===== config.mk =====
export PLATFORM = sky130hd
export DESIGN_NAME = wb_burst_master
export DESIGN_NICKNAME = d
export VERILOG_FILES = /design/src/rtl/wb_burst_master.sv
export SDC_FILE = /design/constraint.sdc
export NUM_CORES = 1
export LEC_CHECK = 0
export CELL_PAD_IN_SITES_DETAIL_PLACEMENT = 0
export CELL_PAD_IN_SITES_GLOBAL_PLACEMENT = 1
export CORE_UTILIZATION = 27
export CTS_CLUSTER_DIAMETER = 30
export CTS_CLUSTER_SIZE = 24
export DETAILED_ROUTE_END_ITERATION = 10
export PLACE_DENSITY_LB_ADDON = 0.1
export SYNTH_ARGS = -nofsm -noshare
export SYNTH_HDL_FRONTEND = slang
export SYNTH_SLANG_ARGS = --single-unit

===== constraint.sdc =====
create_clock -name wb_clk_i -period 2.1 [get_ports wb_clk_i]
set_input_delay 0.42 -clock wb_clk_i [delete_from_list [all_inputs] [get_ports wb_clk_i]]
set_output_delay 0.42 -clock wb_clk_i [all_outputs]
set_load 0.02 [all_outputs]

===== src/rtl/wb_burst_master.sv =====
// Wishbone burst master: accepts a read/write burst command and runs it as
// an incrementing burst (cti 010, final beat 111) with an ack timeout.
// Ports:
//   wb_clk_i, wb_rst_i           clock, synchronous active-high reset
//   cmd_*                        command handshake (we, byte address, beat count)
//   wr_data/wr_valid/wr_ready    write-data stream, one word per write beat
//   rd_data/rd_valid             read-data stream, no backpressure
//   done/err                     one-cycle completion pulse, err on timeout
//   wb_*                         Wishbone master bus
module wb_burst_master #(
    parameter int unsigned AW = 26,
    parameter int unsigned DW = 32,
    parameter int unsigned BL = 9,
    parameter int unsigned TO = 255
) (
    input  logic              wb_clk_i,
    input  logic              wb_rst_i,
    input  logic              cmd_valid,
    output logic              cmd_ready,
    input  logic              cmd_we,
    input  logic [AW-1:0]     cmd_addr,
    input  logic [BL-1:0]     cmd_len,
    input  logic [DW-1:0]     wr_data,
    input  logic              wr_valid,
    output logic              wr_ready,
    output logic [DW-1:0]     rd_data,
    output logic              rd_valid,
    output logic              done,
    output logic              err,
    output logic              wb_cyc_o,
    output logic              wb_stb_o,
    output logic              wb_we_o,
    output logic [AW-1:0]     wb_addr_o,
    output logic [DW-1:0]     wb_dat_o,
    output logic [DW/8-1:0]   wb_sel_o,
    output logic [2:0]        wb_cti_o,
    input  logic              wb_ack_i,
    input  logic [DW-1:0]     wb_dat_i
);

    localparam int unsigned SW = DW / 8;
    // Timeout counter only needs to reach TO-1.
    localparam int unsigned TW = (TO < 2) ? 1 : $clog2(TO);

    localparam logic [2:0] CTI_INCR = 3'b010;
    localparam logic [2:0] CTI_EOB  = 3'b111;

    typedef enum logic [1:0] {
        IDLE,
        WFETCH,
        BEAT,
        DONE
    } state_t;

    state_t          state_q, state_d;
    logic            we_q, we_d;
    logic [AW-1:0]   addr_d;
    logic [DW-1:0]   dat_d;
    logic [BL-1:0]   cnt_q, cnt_d;
    logic [TW-1:0]   to_q, to_d;
    logic            err_d;
    logic            rdv_d;

    // Handshake readies decode the current state directly.
    assign cmd_ready = (state_q == IDLE)   && !wb_rst_i;
    assign wr_ready  = (state_q == WFETCH) && !wb_rst_i;

    // Next-state and datapath updates.
    always_comb begin
        state_d = state_q;
        we_d    = we_q;
        addr_d  = wb_addr_o;
        dat_d   = wb_dat_o;
        cnt_d   = cnt_q;
        to_d    = '0;
        err_d   = 1'b0;
        rdv_d   = 1'b0;
        case (state_q)
            IDLE: begin
                if (cmd_valid) begin
                    we_d   = cmd_we;
                    addr_d = cmd_addr;
                    cnt_d  = cmd_len;
                    if (cmd_len == '0) begin
                        state_d = DONE;
                    end else if (cmd_we) begin
                        state_d = WFETCH;
                    end else begin
                        state_d = BEAT;
                    end
                end
            end
            WFETCH: begin
                if (wr_valid) begin
                    dat_d   = wr_data;
                    state_d = BEAT;
                end
            end
            BEAT: begin
                if (wb_ack_i) begin
                    cnt_d  = cnt_q - BL'(1);
                    addr_d = wb_addr_o + AW'(SW);
                    rdv_d  = !we_q;
                    if (cnt_q == BL'(1)) begin
                        state_d = DONE;
                    end else if (we_q) begin
                        state_d = WFETCH;
                    end
                end else if (to_q == TW'(TO - 1)) begin
                    // Slave never answered: abandon the remaining beats.
                    state_d = DONE;
                    err_d   = 1'b1;
                end else begin
                    to_d = to_q + TW'(1);
                end
            end
            DONE: begin
                state_d = IDLE;
            end
            default: begin
                state_d = IDLE;
            end
        endcase
    end

    // State register; bus outputs are registered from the next state.
    always_ff @(posedge wb_clk_i) begin
        if (wb_rst_i) begin
            state_q   <= IDLE;
            we_q      <= 1'b0;
            cnt_q     <= '0;
            to_q      <= '0;
            wb_addr_o <= '0;
            wb_dat_o  <= '0;
            wb_cyc_o  <= 1'b0;
            wb_stb_o  <= 1'b0;
            wb_we_o   <= 1'b0;
            wb_sel_o  <= '0;
            wb_cti_o  <= '0;
            rd_data   <= '0;
            rd_valid  <= 1'b0;
            done      <= 1'b0;
            err       <= 1'b0;
        end else begin
            state_q   <= state_d;
            we_q      <= we_d;
            cnt_q     <= cnt_d;
            to_q      <= to_d;
            wb_addr_o <= addr_d;
            wb_dat_o  <= dat_d;
            wb_cyc_o  <= (state_d == WFETCH) || (state_d == BEAT);
            wb_stb_o  <= (state_d == BEAT);
            wb_we_o   <= (state_d == BEAT) && we_d;
            wb_sel_o  <= (state_d == BEAT) ? '1 : '0;
            if (state_d == BEAT) begin
                wb_cti_o <= (cnt_d == BL'(1)) ? CTI_EOB : CTI_INCR;
            end else begin
                wb_cti_o <= 3'b000;
            end
            rd_valid  <= rdv_d;
            if (rdv_d) begin
                rd_data <= wb_dat_i;
            end
            done      <= (state_d == DONE);
            err       <= err_d;
        end
    end

endmodule


==> run metrics <==
Initial Util=27.7%; Clock Skews=~0.011 ns; final setup TNS=0 ns; Tmin final=2.01 ns; worst reg2reg path endpoint=wb_addr_o[21]$_SDFFE_PP0P_; Rel. slew slack=a little over half; Final Hold Viols=0; worst skew pair latency=between 0.4 and 0.5 ns; Hold Buf Count CTS=0; antenna-violating nets left=0; CP max-delay cell=clkdlybuf4s50_1; post-synthesis sequential area ratio=45.5%; post-synthesis mux area share=less than 1%; max-slew violations=0; WP data arrival=roughly 1.6 ns; Worst Hold End=wb_dat_o[12]$_SDFFE_PP0P_; Avg Inst Size Synth=~7.8 um^2; ys async rst share=0%; clk slew on worst S/H paths=0.06 ns; share of cells above drive strength 1=between 10% and 20%; pwr/cell area=797 nW/um^2; Rows=50; DR iter-0 viols=279; CP endpoint kind=output pin; Synth Area in XOR/XNOR=under 10%; drt drc=0; deepest clock path buffer count=2; vias per cell=4.86; Placed Instance Area=around 7900 um^2; largest net degree at the start of global routing=64; die width=141 um; LEAKAGE=3.16 nW; Tcrit/Tclk final=95.7%; CTS root buffer=clkbuf_16; Design Area, Final=8590 um^2; H-Tree Depth=4; Synth Net Count=a little under 800; first-pass GRT wire length=between 20000 and 30000 um; crit path launch type=flip-flop; CTS Buf Count=17; Synth Area in Simple Gates=about 28%; DR WL/cell=15.3 um; worst hold start=wb_dat_o[12]$_SDFFE_PP0P_; IO Count=210; critical path's largest stage delay=0.70 ns; EDFF count, synth=0; Final Wtd Congestion=0.827; initial antenna violation count=0; GR Overflow Total=0; worst vdd ir=roughly 0.55 mV; antenna cells=0; Hold Crit Depth=2; vias in the first global route=5379; DR vias=5611; GRT Total Usage=17.9%; min-delay worst type=reg2reg; Largest delay share family, worst path=buffers and inverters; R2R setup slack=0.12 ns; final WL=around 18000 um; drt first pass iters=6; Cell variety after synth=59; RR Startpoint=wb_addr_o[5]$_SDFFE_PP0P_; Cells after Synth=about 660; WS Path Type=reg2out; Synth Area in Compound Gates=18.4%; Final setup violation count=0; Area Growth Syn to Fin=65.5%; Die ar.=19800 um^2; R2R depth=5; outcome=finished clean; main combinational cell family by area after synthesis=simple AND/OR/NAND/NOR gates; fill count=1853; Bufs and invs on worst path=1; CP Cell Sequence=clkdlybuf4s50_1; critical path peak fanout=9; post-DP HPWL=12600 um; Cell Area, Synth=5190 um^2; CTS tree=built; dpl cells=approximately 1.1k; yosys warns=0; Slew @ Worst Pin=0.696 ns; Crit path required time=1.68 ns; count of state elements after synthesis=around 120; height of the die=141 um; Sink Count=roughly 120; # Max-Cap Violations=0; Synth Area in Adders=under 10%; FMAX=498 MHz; Min Hold Slack=0.451 ns; port bufs=about 210; Non-Filler Instances=approximately 1.2k; Final nets=1021; Synth Flop Type=dfxtp_1; core region area=18800 um^2
## how the worst max path moves through the flow
stage | cells after the start | startpoint | slack, ns | end
6_report | 1 | wb_addr_o[13]$_SDFFE_PP0P_ | 0.09 | wb_addr_o[13]
5_1_grt | 6 | wb_addr_o[2]$_SDFFE_PP0P_ | -0.004 | wb_addr_o[22]$_SDFFE_PP0P_
4_1_cts | 6 | wb_addr_o[2]$_SDFFE_PP0P_ | 0.05 | wb_addr_o[22]$_SDFFE_PP0P_
3_5_place_dp | 6 | cmd_valid | -0.35 | wb_cti_o[0]$_SDFF_PP0_
3_3_place_gp | 6 | cmd_valid | -0.33 | wb_cti_o[0]$_SDFF_PP0_
2_1_floorplan | 5 | wb_addr_o[11]$_SDFFE_PP0P_ | 0.004 | wb_addr_o[21]$_SDFFE_PP0P_
## timing repair
item / 4_1_cts / 5_1_grt
gates resized for setup: 3 / 12
pin swaps: 0 / 2
gates cloned: 0 / 0
setup endpoints to repair: 2 / 4
buffers inserted: 0 / 1
## cell families (layout without fill, tap and decap cells)
group	count (synthesis)	after routing
xor gates and xnor gates	6	6
AOI/OAI and AO/OA	157	157
buffers and inverters	63	320
adders and majority gates	7	7
and+or+nand+nor	310	310
DFF	118	118
muxes	3	3
## per-layer routing
| metal | share of wire (%) | vias to the layer above | track usage [%] |
|---|---|---|---|
| met2 | 47 | 152 | 29.6 |
| met4 | 2.1 | 0 | 7.38 |
| li1 | - | 2808 | - |
| met1 | 45 | 2628 | 22.1 |
| met3 | 5.4 | 23 | 4.62 |
| met5 | 0 | - | 0 |
## per-stage QoR
stage | power, mW | util [%] | setup slack (ns)
floorplan | 3.18 | - | 0.00375
global placement | 3.94 | 42.2 | -0.329
detailed placement | 3.94 | 42.2 | -0.354
CTS | 6.92 | 45.4 | 0.0497
global route | 7.17 | 45.8 | -0.00448
finish | 6.85 | 45.8 | 0.0913
## cells in the mapped netlist, types with 6 or more instances
library cell  number  area (um^2)
a31oi_1            7         43.8
ha_1               7         87.6
inv_1             14         52.6
nand3_1           17         85.1
nand2_1          162          608
a311oi_1           6         52.6
nor3b_1            7         52.6
a22oi_1            7         52.6
o22ai_1            6         37.5
or3_1              6         37.5
clkbuf_1          42          158
nor3_1            13         65.1
nor2_1            46          173
and3_1            11         68.8
dfxtp_1          118         2360
nand4_1           14         87.6
o21ai_0           13         65.1
a21oi_1           84          420
nor4_1             7         43.8
## where the power goes
part | leakage [nW] | switching (mW) | total [mW] | internal, mW
clock | 0.277 | 1.05 | 2.94 | 1.89
sequential | 0.962 | 0.126 | 2.50 | 2.38
combinational | 1.92 | 0.689 | 1.41 | 0.718
total | 3.16 | 1.87 | 6.85 | 4.98
## cell type report
type / count / area, um^2 / share of cell area [%]
repair buffers: 275 / 2630 / 30.7
inverters: 14 / 52.6 / 0.612
flip-flops and latches: 118 / 2370 / 27.6
well taps: 234 / 293 / 3.41
clock buffers: 19 / 443 / 5.16
multi-input cells: 483 / 2650 / 30.8
clock inverters: 12 / 155 / 1.81
## placed cells by master, fill, tap and decap left out, drive strengths merged, types with 3 or more instances in the layout
| cell | instances |
|---|---|
| a21o | 3 |
| a21oi | 84 |
| a221oi | 5 |
| a22oi | 7 |
| a311oi | 6 |
| a31oi | 7 |
| and2 | 4 |
| and3 | 11 |
| buf | 67 |
| bufinv | 3 |
| clkbuf | 19 |
| clkdlybuf4s50 | 206 |
| clkinv | 4 |
| clkinvlp | 5 |
| dfxtp | 118 |
| ha | 7 |
| inv | 14 |
| nand2 | 162 |
| nand2b | 5 |
| nand3 | 17 |
| nand4 | 15 |
| nor2 | 46 |
| nor2b | 4 |
| nor3 | 13 |
| nor3b | 7 |
| nor4 | 8 |
| o21ai | 14 |
| o22ai | 6 |
| o31ai | 3 |
| or3 | 7 |
| or4 | 3 |
| xor2 | 5 |
## state kept, by name (all words and copies together), names as in the netlist, 2 cells and up
register	flops
to_q	8
wb_addr_o	26
wb_cti_o	2
cnt_q	9
rd_data	32
state_q	2
wb_dat_o	32
Note: power is estimated with default switching activity, not from simulation.
